===== src/rtl/regbus_pkg.sv =====
// regbus_pkg: shared definitions for the register-bus initiator.
//   - Default bus widths.
//   - FSM state codes (legacy-compatible localparams).
//   - Response status codes.
package regbus_pkg;

   localparam int unsigned DEF_ADDR_WIDTH = 10;
   localparam int unsigned DEF_DATA_WIDTH = 16;

   typedef logic [2:0] state_t;
   localparam state_t S_IDLE    = 3'd0;
   localparam state_t S_WR      = 3'd1;
   localparam state_t S_RD_REQ  = 3'd2;
   localparam state_t S_RD_WAIT = 3'd3;
   localparam state_t S_RSP     = 3'd4;

   typedef logic [1:0] status_t;
   localparam status_t ST_OK       = 2'b00;
   localparam status_t ST_DECERR   = 2'b01;
   localparam status_t ST_TIMEOUT  = 2'b10;
   localparam status_t ST_MISMATCH = 2'b11;

endpackage


===== src/rtl/regbus_master.sv =====
// regbus_master: single-outstanding initiator for the register-file bus.
// Takes one command over a valid/ready handshake, runs one bus transaction (write, or read with
// a bounded wait for the delayed read-data valid) and returns one response with a status code.
//
// Optional feature (macro REGBUS_MASTER_RDBACK_EN): a write that completes OK is followed by a
// verify read of the same address; differing data is reported as ST_MISMATCH with the read value.
//
// Ports:
//   clk_i, rst_i                       clock, asynchronous active-high reset
//   cmd_valid_i/cmd_ready_o            command handshake
//   cmd_we_i, cmd_addr_i, cmd_wdata_i  command fields
//   rsp_valid_o/rsp_ready_i            response handshake
//   rsp_rdata_o, rsp_status_o          response fields (rdata 0 for writes/failed reads)
//   bus_valid_o, bus_we_o, bus_addr_o, bus_wdata_o   request to the register file
//   bus_valid_i, bus_error_i, bus_rdata_i            response from the register file
//   busy_o                             high whenever a command is in progress
module regbus_master
   import regbus_pkg::*;
#(
   parameter int unsigned ADDR_WIDTH = DEF_ADDR_WIDTH,
   parameter int unsigned DATA_WIDTH = DEF_DATA_WIDTH,
   parameter int unsigned RD_TIMEOUT = 8,
   parameter int unsigned TO_W       = $clog2(RD_TIMEOUT) + 1
) (
   input  logic                  clk_i,
   input  logic                  rst_i,
   input  logic                  cmd_valid_i,
   output logic                  cmd_ready_o,
   input  logic                  cmd_we_i,
   input  logic [ADDR_WIDTH-1:0] cmd_addr_i,
   input  logic [DATA_WIDTH-1:0] cmd_wdata_i,
   output logic                  rsp_valid_o,
   input  logic                  rsp_ready_i,
   output logic [DATA_WIDTH-1:0] rsp_rdata_o,
   output logic [1:0]            rsp_status_o,
   output logic                  bus_valid_o,
   output logic                  bus_we_o,
   output logic [ADDR_WIDTH-1:0] bus_addr_o,
   output logic [DATA_WIDTH-1:0] bus_wdata_o,
   input  logic                  bus_valid_i,
   input  logic                  bus_error_i,
   input  logic [DATA_WIDTH-1:0] bus_rdata_i,
   output logic                  busy_o
);

   localparam logic [TO_W-1:0] TO_LAST = TO_W'(RD_TIMEOUT - 1);

   state_t                state_q,  state_d;
   logic [ADDR_WIDTH-1:0] addr_q,   addr_d;
   logic [DATA_WIDTH-1:0] wdata_q,  wdata_d;
   logic [DATA_WIDTH-1:0] rdata_q,  rdata_d;
   status_t               status_q, status_d;
   logic                  decerr_q, decerr_d;
   logic [TO_W-1:0]       cnt_q,    cnt_d;
`ifdef REGBUS_MASTER_RDBACK_EN
   logic                  verify_q, verify_d;
`endif

   always_comb begin
      state_d  = state_q;
      addr_d   = addr_q;
      wdata_d  = wdata_q;
      rdata_d  = rdata_q;
      status_d = status_q;
      decerr_d = decerr_q;
      cnt_d    = cnt_q;
`ifdef REGBUS_MASTER_RDBACK_EN
      verify_d = verify_q;
`endif
      case (state_q)
         S_IDLE: begin
            if (cmd_valid_i) begin
               addr_d  = cmd_addr_i;
               wdata_d = cmd_wdata_i;
               state_d = cmd_we_i ? S_WR : S_RD_REQ;
`ifdef REGBUS_MASTER_RDBACK_EN
               verify_d = 1'b0;
`endif
            end
         end
         S_WR: begin
            // Error is combinational on addr/we, so it is valid in the request cycle.
            if (bus_error_i) begin
               status_d = ST_DECERR;
               rdata_d  = '0;
               state_d  = S_RSP;
            end else begin
`ifdef REGBUS_MASTER_RDBACK_EN
               verify_d = 1'b1;
               state_d  = S_RD_REQ;
`else
               status_d = ST_OK;
               rdata_d  = '0;
               state_d  = S_RSP;
`endif
            end
         end
         S_RD_REQ: begin
            decerr_d = bus_error_i;
            cnt_d    = '0;
            state_d  = S_RD_WAIT;
         end
         S_RD_WAIT: begin
            cnt_d = cnt_q + 1'b1;
            // Data arriving in the timeout cycle still wins.
            if (bus_valid_i) begin
               rdata_d  = bus_rdata_i;
               status_d = decerr_q ? ST_DECERR : ST_OK;
               state_d  = S_RSP;
`ifdef REGBUS_MASTER_RDBACK_EN
               if (verify_q) begin
                  if (!decerr_q && (bus_rdata_i != wdata_q)) begin
                     status_d = ST_MISMATCH;
                  end else begin
                     rdata_d = '0;
                  end
               end
`endif
            end else if (cnt_q == TO_LAST) begin
               rdata_d  = '0;
               status_d = ST_TIMEOUT;
               state_d  = S_RSP;
            end
         end
         S_RSP: begin
            if (rsp_ready_i) begin
               state_d = S_IDLE;
            end
         end
         default: state_d = S_IDLE;
      endcase
   end

   always_ff @(posedge clk_i or posedge rst_i) begin
      if (rst_i) begin
         state_q  <= S_IDLE;
         addr_q   <= '0;
         wdata_q  <= '0;
         rdata_q  <= '0;
         status_q <= ST_OK;
         decerr_q <= 1'b0;
         cnt_q    <= '0;
`ifdef REGBUS_MASTER_RDBACK_EN
         verify_q <= 1'b0;
`endif
      end else begin
         state_q  <= state_d;
         addr_q   <= addr_d;
         wdata_q  <= wdata_d;
         rdata_q  <= rdata_d;
         status_q <= status_d;
         decerr_q <= decerr_d;
         cnt_q    <= cnt_d;
`ifdef REGBUS_MASTER_RDBACK_EN
         verify_q <= verify_d;
`endif
      end
   end

   // Ready is masked by reset so the bridge sees 0 while reset is held.
   assign cmd_ready_o  = (state_q == S_IDLE) & ~rst_i;
   assign bus_valid_o  = (state_q == S_WR) | (state_q == S_RD_REQ);
   assign bus_we_o     = (state_q == S_WR);
   // Address/data come straight from the command register, stable for the whole transaction.
   assign bus_addr_o   = addr_q;
   assign bus_wdata_o  = wdata_q;
   assign rsp_valid_o  = (state_q == S_RSP);
   assign rsp_rdata_o  = rdata_q;
   assign rsp_status_o = status_q;
   assign busy_o       = (state_q != S_IDLE);

endmodule


===== config.mk =====
export PLATFORM = sky130hd
export DESIGN_NAME = regbus_master
export DESIGN_NICKNAME = d
export VERILOG_FILES = /design/src/rtl/regbus_pkg.sv /design/src/rtl/regbus_master.sv
export SDC_FILE = /design/constraint.sdc
export NUM_CORES = 1
export LEC_CHECK = 0
export CAP_MARGIN = 15
export CORE_MARGIN = 2
export CORE_UTILIZATION = 50
export CTS_CLUSTER_DIAMETER = 150
export DETAILED_ROUTE_END_ITERATION = 12
export DONT_BUFFER_PORTS = 1
export SYNTH_ARGS = -nofsm -noshare
export SYNTH_HDL_FRONTEND = slang
export SYNTH_SLANG_ARGS = --single-unit

===== constraint.sdc =====
create_clock -name clk_i -period 1.96 [get_ports clk_i]
set_clock_uncertainty 0.05 [all_clocks]
set_input_delay 0.392 -clock clk_i [delete_from_list [all_inputs] [get_ports clk_i]]
set_output_delay 0.392 -clock clk_i [all_outputs]
set_load 0.02 [all_outputs]

==> impl_metrics.env, run 1 <==
export IMPL_ratio_of_total_power_to_cell_area_nw_per_um2=1860
export IMPL_worstHoldPathCells=1
export IMPL_finalWorstPathRequiredPeriod_ns=1.88
export IMPL_numCtsBuffers=5
export IMPL_leak_pwr_nw=1.09
export IMPL_cap_violations=0
export IMPL_number_of_vias_per_cell_after_detailed_routing=5.89
export IMPL_mostFrequentLayoutCell="sky130_fd_sc_hd__dfrtp_1"
export IMPL_placeableCoreArea_um2=4090
export IMPL_synth_ff_latch_count=52
export IMPL_route_final_wire_length_um=4110
export IMPL_finalCritPeriodShare=0.957
export IMPL_post_layout_nonfiller_instances=210
export IMPL_timing_hold_worst_start="rsp_ready_i"
export IMPL_power_internal_mw=2.56
export IMPL_grt_pass1_vias=1272
export IMPL_end_kind="output pin"
export IMPL_timing_hold_worst_endpoint="state_q[2]"
export IMPL_worst_slew_margin_rel=0.563
export IMPL_cts_buffer_depth=2
export IMPL_ioPinCount=98
export IMPL_flow_area_growth_from_synthesis_pct=7.41
export IMPL_final_layout_size_suffix_gt1_frac=0.300
export IMPL_combPwrFrac=0.288
export IMPL_number_of_buffer_cells_added_on_primary_ports=0
export IMPL_timing_hold_violations_final=0
export IMPL_reg2reg_from="state_q[1]"
export IMPL_timing_critical_path_fanout_max=12
export IMPL_timing_critical_path_arrival_ns=1.43
export IMPL_cp_required_ns=1.52
export IMPL_finalWeightedCongestion=0.877
export IMPL_rsz0062_at_grt="no"
export IMPL_dieWidth_um=70.0
export IMPL_synth_area_per_cell_um2=14.3
export IMPL_num_rows=23
export IMPL_die_area_um2=4900
export IMPL_synth_cell_types=27
export IMPL_detail_route_antenna_nets=0
export IMPL_global_router_s_overall_resource_usage=0.171
export IMPL_max_slew_worst_pin_slew_ns=0.639
export IMPL_wl_per_cell_um=19.6
export IMPL_swShare=0.409
export IMPL_gr_total_overflow=0
export IMPL_syn_nets=202
export IMPL_first_pass_grt_wire_length_um=6560
export IMPL_clock_sinks=52
export IMPL_max_freq_mhz=533
export IMPL_total_switching_power_mw=1.78
export IMPL_setup_viol=0
export IMPL_cts_post_setup_buffers_inserted=0
export IMPL_antennaDiodeCount=0
export IMPL_drc=0
export IMPL_post_synth_edffs=0
export IMPL_synth_flop_cell="sky130_fd_sc_hd__dfrtp_1"
export IMPL_maximum_number_of_pins_on_one_net_before_global_route_repair=33
export IMPL_clk_insertion_delay_late_ns=0.30
export IMPL_synth_sequential_area_ratio=0.598
export IMPL_die_height_um=70.0
export IMPL_synth_yosys_warnings=0
export IMPL_grt_antenna_before_repair=0
export IMPL_ff2ff_setup_slack_ns=0.30
export IMPL_dr_total_vias=1236
export IMPL_worstRegToRegCells=3
export IMPL_postSynthCellCount=152
export IMPL_start_util=0.533
export IMPL_setup_tns_ns=0
export IMPL_first_iter_violations=92
export IMPL_r2r_end="bus_wdata_o[12]"
export IMPL_maxSlewViolCount=0
export IMPL_synthArstFlopShare=1.00
export IMPL_clk_pin_slew_ns=0.09
export IMPL_part_of_the_power_in_registers=0.571
export IMPL_fill_cells=326
export IMPL_detailedPlacementHpwl_um=2990
export IMPL_status="finished, final reports clean"
export IMPL_clkPwrFrac=0.142
export IMPL_tritoncts_clock_tree="yes"
export IMPL_clock_root_buffer="sky130_fd_sc_hd__clkbuf_8"
export IMPL_layout_cells_most_common_list="sky130_fd_sc_hd__dfrtp_1 (50), sky130_fd_sc_hd__mux2_4 (20), sky130_fd_sc_hd__a22o_1 (17)"
export IMPL_drt_pre_antenna_iters=4
export IMPL_post_place_cells=201
export IMPL_worstSetupStartpointType="flop"
export IMPL_holdCritPathClass="input pin to flop"
export IMPL_irDropWorstVdd_mv=1.12
export IMPL_htree_num_levels=2
export IMPL_crit_type="flop to output pin"
export IMPL_layout_nets=209
export IMPL_synthesis_area_um2=2180
logic make-up (layout without fill, tap and decap cells):
group	count (synthesis)	in the layout	synth area share
AND/OR/NAND/NOR	25	25	0.0655
flip-flops	52	52	0.598
AO/OA/AOI/OAI	33	33	0.113
multiplexers	27	27	0.174
buffers and inverters	13	21	0.0397
XOR/XNOR	1	1	0.00402
adder cells (fa/ha/maj)	1	1	0.00575
synthesized netlist by cell type, drive strengths merged (2+ instances only):
cell	count	area share
a22o	17	0.068
o21ai	11	0.030
nand2b	3	0.0086
nor2	6	0.011
mux2	27	0.17
inv	6	0.010
or3	3	0.0086
nand3	2	0.0046
dfrtp	52	0.60
a21oi	3	0.0069
buf	7	0.029
nand2	4	0.0069
nor2b	3	0.0086
stage by stage:
stage | cell area [µm²] | utilization | setup slack [ns] | hold WS, ns | total power, mW
after floorplan | 2180 | - | 0.194 | 0.426 | 3.51
after global placement | 2230 | 0.547 | 0.326 | 0.259 | 3.69
after detailed placement | 2230 | 0.547 | 0.269 | 0.270 | 3.75
after CTS | 2340 | 0.572 | 0.0338 | 0.127 | 4.38
after global routing | 2340 | 0.572 | 0.0384 | 0.151 | 4.58
final | 2340 | 0.572 | 0.0846 | 0.139 | 4.34
sequential cells by signal, indices dropped and copies added (netlist names):
name	flops
bus_addr_o	10
bus_wdata_o	16
cnt_q	4
decerr_q	1
rsp_rdata_o	16
rsp_status_o	2
state_q	3
critical path: stages (launching register included):
cell and delay, ns:
sky130_fd_sc_hd__dfrtp_2 0.49, sky130_fd_sc_hd__or3_1 0.40, sky130_fd_sc_hd__nor2_1 0.10, sky130_fd_sc_hd__buf_4 0.14
power by group through the flow:
stage / registers (mW) / clock network (mW) / logic (mW)
after global placement: 2.48 / 0 / 1.21
after detailed placement: 2.50 / 0 / 1.25
after floorplan: 2.34 / 0 / 1.17
final: 2.48 / 0.616 / 1.25
after CTS: 2.48 / 0.632 / 1.26
after global routing: 2.53 / 0.678 / 1.37
worst max-delay path by stage:
| stage | startpoint | to | slack, ns | cells after the start |
|---|---|---|---|---|
| after floorplan | state_q[1] | cmd_ready_o | 0.19 | 3 |
| after global placement | state_q[1] | bus_wdata_o[11] | 0.33 | 3 |
| after detailed placement | state_q[1] | bus_wdata_o[12] | 0.27 | 3 |
| after CTS | state_q[1] | cmd_ready_o | 0.03 | 3 |
| after global routing | state_q[2] | cmd_ready_o | 0.04 | 3 |
| final | state_q[1] | cmd_ready_o | 0.08 | 3 |
timing repair:
| item | CTS | global route |
|---|---|---|
| hold buffers | 1 | 0 |
| gates resized for setup | 0 | 2 |
| hold endpoints to repair | 20 | 0 |
| setup endpoints to repair | 0 | 2 |
layout make-up:
cell class / instances / area (µm²) / area share
Sequential cell: 52 / 1300 / 0.558
Tap cell: 50 / 62.6 / 0.0268
Timing Repair Buffer: 7 / 67.6 / 0.0289
Clock buffer: 6 / 82.6 / 0.0353
Clock inverter: 2 / 10.0 / 0.00428
Multi-Input combinational cell: 87 / 790 / 0.338
Inverter: 6 / 22.5 / 0.00963
layer usage:
layer / share of wire / GRT usage / up-vias
li1: - / - / 547
met2: 0.46 / 0.255 / 68
met4: 0.013 / 0.0620 / 0
met5: 0 / 0 / -
met3: 0.089 / 0.0635 / 6
met1: 0.44 / 0.229 / 615
Power figures use the tool's default switching activity.
==> inputs of run 2 (changes only) <==
Settings changed: SETUP_SLACK_MARGIN set to 0.5.
==> run 2 against run 1 <==
Compared with the run above:
- non-clock buffer count rose by 16
- total power increased by 17%
- sequential share of layout area is 7.3 points lower
- largest power group unchanged
- via count grew 8.7%
- first-iteration DRC count decreased by 37%
==> impl_metrics.env, run 2 (synthesis gave the netlist of run 1 again) <==
export IMPL_grt_use_met1=0.235
export IMPL_cap_violations=0
export IMPL_fill_cells=296
export IMPL_holdCritPathClass="input pin to flop"
export IMPL_timing_critical_path_arrival_ns=1.34
export IMPL_clock_root_buffer="sky130_fd_sc_hd__clkbuf_8"
export IMPL_worst_hold_slack_ns=0.119
export IMPL_end_kind="output pin"
export IMPL_htree_num_levels=2
export IMPL_number_of_vias_per_cell_after_detailed_routing=5.86
export IMPL_critPathSlowestCell="sky130_fd_sc_hd__dfrtp_2"
export IMPL_numCtsBuffers=5
export IMPL_clk_insertion_delay_late_ns=0.29
export IMPL_final_layout_size_suffix_gt1_frac=0.436
export IMPL_post_layout_nonfiller_instances=229
export IMPL_max_slew_worst_pin_slew_ns=0.610
export IMPL_grt_pass1_vias=1373
export IMPL_setup_ws_ns=0.181
export IMPL_cts_buffer_depth=2
export IMPL_leak_pwr_nw=1.25
export IMPL_ratio_of_total_power_to_cell_area_nw_per_um2=1900
export IMPL_flow_area_growth_from_synthesis_pct=23.4
export IMPL_groute_layer_met2_usage=0.317
export IMPL_slowest_cell_delay_on_critical_path_ns=0.47
export IMPL_dp_worst_setup_slack_ns=0.294
export IMPL_number_of_buffer_cells_added_on_primary_ports=0
export IMPL_timing_hold_violations_final=0
export IMPL_drc=0
export IMPL_layout_cells_most_common_list="sky130_fd_sc_hd__dfrtp_1 (51), sky130_fd_sc_hd__mux2_4 (21), sky130_fd_sc_hd__a22o_1 (17)"
export IMPL_post_route_cell_area_um2=2690
export IMPL_detailedPlacementHpwl_um=2870
export IMPL_mostFrequentLayoutCell="sky130_fd_sc_hd__dfrtp_1"
export IMPL_power_total_mw=5.10
export IMPL_gr_total_overflow=0
export IMPL_placed_cell_area_um2=2230
export IMPL_detail_route_antenna_nets=0
export IMPL_dr_total_vias=1343
export IMPL_maximum_number_of_pins_on_one_net_before_global_route_repair=28
export IMPL_wl_per_cell_um=21.1
export IMPL_worst_slew_margin_rel=0.583
export IMPL_placeableCoreArea_um2=4090
export IMPL_sequence_of_cells_on_the_critical_path="or3_4, nor2_4"
export IMPL_irDropWorstVdd_mv=1.10
export IMPL_layout_nets=228
export IMPL_antennaDiodeCount=0
export IMPL_tritoncts_clock_tree="yes"
export IMPL_finalCritPeriodShare=0.908
export IMPL_die_area_um2=4900
export IMPL_global_router_s_overall_resource_usage=0.191
export IMPL_crit_type="flop to output pin"
export IMPL_route_final_wire_length_um=4830
export IMPL_dieWidth_um=70.0
export IMPL_first_pass_grt_wire_length_um=7330
export IMPL_clk_pin_slew_ns=0.09
export IMPL_clock_sinks=52
export IMPL_maxSlewViolCount=0
export IMPL_setup_viol=0
export IMPL_status="finished, final reports clean"
export IMPL_num_rows=23
export IMPL_post_place_cells=199
export IMPL_final_util=0.658
export IMPL_globalRoute_busiestLayer="met2"
export IMPL_cp_required_ns=1.52
export IMPL_ioPinCount=98
export IMPL_use_met3=0.0736
export IMPL_start_util=0.533
export IMPL_worstSetupStartpointType="flop"
export IMPL_timing_critical_path_fanout_max=9
export IMPL_max_freq_mhz=562
export IMPL_grt_antenna_before_repair=0
export IMPL_die_height_um=70.0
export IMPL_finalWorstPathRequiredPeriod_ns=1.78
export IMPL_rsz0062_at_grt="yes"
export IMPL_finalWeightedCongestion=0.781
export IMPL_worstHoldPathCells=1
export IMPL_drt_pre_antenna_iters=4
export IMPL_worstRegToRegCells=6
export IMPL_setup_tns_ns=0
export IMPL_first_iter_violations=58
run 2: changes by cell type in the layout (fill, tap and decap cells not counted), sizes merged:
cell,previous run,this run
and2,1,4
buf,6,21
clkinvlp,0,1
clkbuf,6,7
bufinv,0,1
inv,6,5
clkinv,2,1
run 2: final timing paths:
kind	from	slack [ns]	to
max in group asynchronous	rst_i	0.75	state_q[2]
setup / recovery	state_q[2]	0.18	cmd_ready_o
hold / removal	rsp_ready_i	0.12	state_q[2]
hold reg to reg	decerr_q	0.49	decerr_q
setup reg to reg	state_q[0]	0.33	bus_addr_o[1]
min in group asynchronous	rst_i	0.58	decerr_q
run 2: cell type report:
| cell class | count | area, µm² | share of cell area |
|---|---|---|---|
| Multi-Input combinational cell | 90 | 897 | 0.334 |
| Sequential cell | 52 | 1300 | 0.485 |
| Timing Repair Buffer | 23 | 292 | 0.108 |
| Inverter | 6 | 26.3 | 0.00978 |
| Clock buffer | 6 | 72.6 | 0.0270 |
| Tap cell | 50 | 62.6 | 0.0233 |
| Clock inverter | 2 | 35.0 | 0.0130 |
run 2: worst max-delay path: cells and delay by family, from the launching register on:
family        cells  cell delay [ns]
simple gates      2             0.58
flops             1             0.47
run 2: report_power, final:
part,total (mW),leakage [nW],internal [mW],switching [mW]
Clock,0.696,0.0552,0.379,0.317
Sequential,2.44,0.654,1.55,0.889
Combinational,1.96,0.538,1.17,0.793
Total,5.10,1.25,3.10,2.00
run 2: layer usage:
layer  wire (µm)  part of all wire  vias up
li1            -                 -      593
met5           0                 0        -
met1        1890              0.39      678
met3         376             0.078        6
met2        2510              0.52       66
met4          49             0.010        0
run 2: repair_timing:
item                       in CTS  in global routing
setup buffers                  11                  4
setup endpoints to repair      50                 53
hold endpoints to repair       26                  0
resized for setup              21                 11
hold buffers                    1                  0
cloned                          4                  2
pin swaps                       4                 20
==> inputs of run 3 (changes only) <==
Settings changed: MAX_ROUTING_LAYER set to met4.
==> run 3 against run 2 <==
Compared with the run above:
- clock-buffer cell count stayed put
- sequential share of layout area unchanged
- core utilization unchanged
- largest cell class unchanged
- largest power group unchanged
==> impl_metrics.env, run 3 (synthesis gave the netlist of run 1 again) <==
export IMPL_crit_type="flop to output pin"
export IMPL_rsz0062_at_grt="yes"
export IMPL_finalWorstPathRequiredPeriod_ns=1.78
export IMPL_maxSlewViolCount=0
export IMPL_drc=0
export IMPL_clk_pin_slew_ns=0.09
export IMPL_antennaDiodeCount=0
export IMPL_clock_root_buffer="sky130_fd_sc_hd__clkbuf_8"
export IMPL_leak_pwr_nw=1.25
export IMPL_post_layout_nonfiller_instances=229
export IMPL_first_iter_violations=81
export IMPL_worst_slew_margin_rel=0.579
export IMPL_worstHoldPathCells=1
export IMPL_first_pass_grt_wire_length_um=7330
export IMPL_grt_pass1_vias=1385
export IMPL_tritoncts_clock_tree="yes"
export IMPL_cp_required_ns=1.52
export IMPL_finalCritPeriodShare=0.907
export IMPL_ioPinCount=98
export IMPL_worstRegToRegCells=6
export IMPL_post_route_cell_area_um2=2690
export IMPL_holdCritPathClass="input pin to flop"
export IMPL_timing_hold_violations_final=0
export IMPL_final_layout_size_suffix_gt1_frac=0.436
export IMPL_finalWeightedCongestion=0.792
export IMPL_timing_hold_worst_start="rsp_ready_i"
export IMPL_end_kind="output pin"
export IMPL_reg2reg_from="state_q[0]"
export IMPL_timing_hold_worst_endpoint="state_q[2]"
export IMPL_ratio_of_total_power_to_cell_area_nw_per_um2=1890
export IMPL_start_util=0.533
export IMPL_cap_violations=0
export IMPL_ff2ff_setup_slack_ns=0.34
export IMPL_global_router_s_overall_resource_usage=0.197
export IMPL_r2r_end="bus_addr_o[1]"
export IMPL_fill_cells=296
export IMPL_cts_buffer_depth=2
export IMPL_timing_critical_path_fanout_max=9
export IMPL_flow_area_growth_from_synthesis_pct=23.4
export IMPL_wl_per_cell_um=21.0
export IMPL_numCtsBuffers=5
export IMPL_max_slew_worst_pin_slew_ns=0.616
export IMPL_drt_pre_antenna_iters=4
export IMPL_clock_sinks=52
export IMPL_die_height_um=70.0
export IMPL_worstSetupStartpointType="flop"
export IMPL_gr_total_overflow=0
export IMPL_clk_insertion_delay_late_ns=0.29
export IMPL_layout_cells_most_common_list="sky130_fd_sc_hd__dfrtp_1 (51), sky130_fd_sc_hd__mux2_4 (21), sky130_fd_sc_hd__a22o_1 (17)"
export IMPL_detailedPlacementHpwl_um=2870
export IMPL_post_place_cells=199
export IMPL_worst_hold_slack_ns=0.118
export IMPL_mostFrequentLayoutCell="sky130_fd_sc_hd__dfrtp_1"
export IMPL_route_final_wire_length_um=4810
export IMPL_final_util=0.658
export IMPL_placeableCoreArea_um2=4090
export IMPL_status="finished, final reports clean"
export IMPL_number_of_buffer_cells_added_on_primary_ports=0
export IMPL_timing_critical_path_arrival_ns=1.34
export IMPL_maximum_number_of_pins_on_one_net_before_global_route_repair=28
export IMPL_grt_antenna_before_repair=0
export IMPL_htree_num_levels=2
export IMPL_setup_tns_ns=0
export IMPL_max_freq_mhz=562
export IMPL_die_area_um2=4900
export IMPL_dieWidth_um=70.0
export IMPL_setup_viol=0
export IMPL_number_of_vias_per_cell_after_detailed_routing=5.80
export IMPL_num_rows=23
export IMPL_placed_cell_area_um2=2230
export IMPL_dr_total_vias=1329
export IMPL_layout_nets=228
export IMPL_detail_route_antenna_nets=0
export IMPL_irDropWorstVdd_mv=1.10
[run 3: cell counts in the layout (fill, tap and decap cells not counted)]
Identical to the previous run, type by type.
[run 3: final cells by class]
class,instances,area (µm²),share of cell area
flip-flops and latches,52,1300,0.485
multi-input cells,90,897,0.334
repair buffers,23,292,0.108
clock buffers,6,72.6,0.0270
well taps,50,62.6,0.0233
clock inverters,2,35.0,0.0130
inverters,6,26.3,0.00978
[run 3: what timing repair did]
item | 4_1_cts | 5_1_grt
pin swaps | 4 | 20
resized for setup | 21 | 11
buffers inserted | 11 | 4
hold endpoints to repair | 26 | 0
setup endpoints to repair | 50 | 53
gates cloned | 4 | 2
hold buffers | 1 | 0
[run 3: worst max path at each step]
stage	startpoint	endpoint	slack (ns)	depth (start not counted)
final	state_q[2]	cmd_ready_o	0.18	2
after global routing	state_q[2]	cmd_ready_o	0.13	2
after CTS	state_q[2]	cmd_ready_o	0.16	2
after detailed placement	state_q[2]	cmd_ready_o	0.29	2
after global placement	state_q[2]	cmd_ready_o	0.32	2
after floorplan	state_q[1]	cmd_ready_o	0.27	3
[run 3: routing by layer]
metal / vias to the layer above / track usage / part of all wire
met3: 6 / 0.0693 / 0.068
met4: 0 / 0.0470 / 0.0096
met2: 61 / 0.319 / 0.52
met5: - / - / 0
li1: 592 / - / -
met1: 670 / 0.237 / 0.40
[run 3: power breakdown]
| part | switching (mW) | internal, mW |
|---|---|---|
| Clock | 0.315 | 0.379 |
| Sequential | 0.889 | 1.55 |
| Combinational | 0.786 | 1.17 |
[run 3: metrics by stage]
stage                     setup slack (ns)  power [mW]
final                                0.182        5.09
after global routing                 0.132        5.37
after CTS                            0.159        4.87
after detailed placement             0.294        3.74
after global placement               0.318        3.69
after floorplan                      0.273        3.54
[run 3: worst max-delay path: stages, from the launching register on]
cell and delay (ns):
sky130_fd_sc_hd__dfrtp_2 0.47, sky130_fd_sc_hd__or3_4 0.41, sky130_fd_sc_hd__nor2_4 0.17
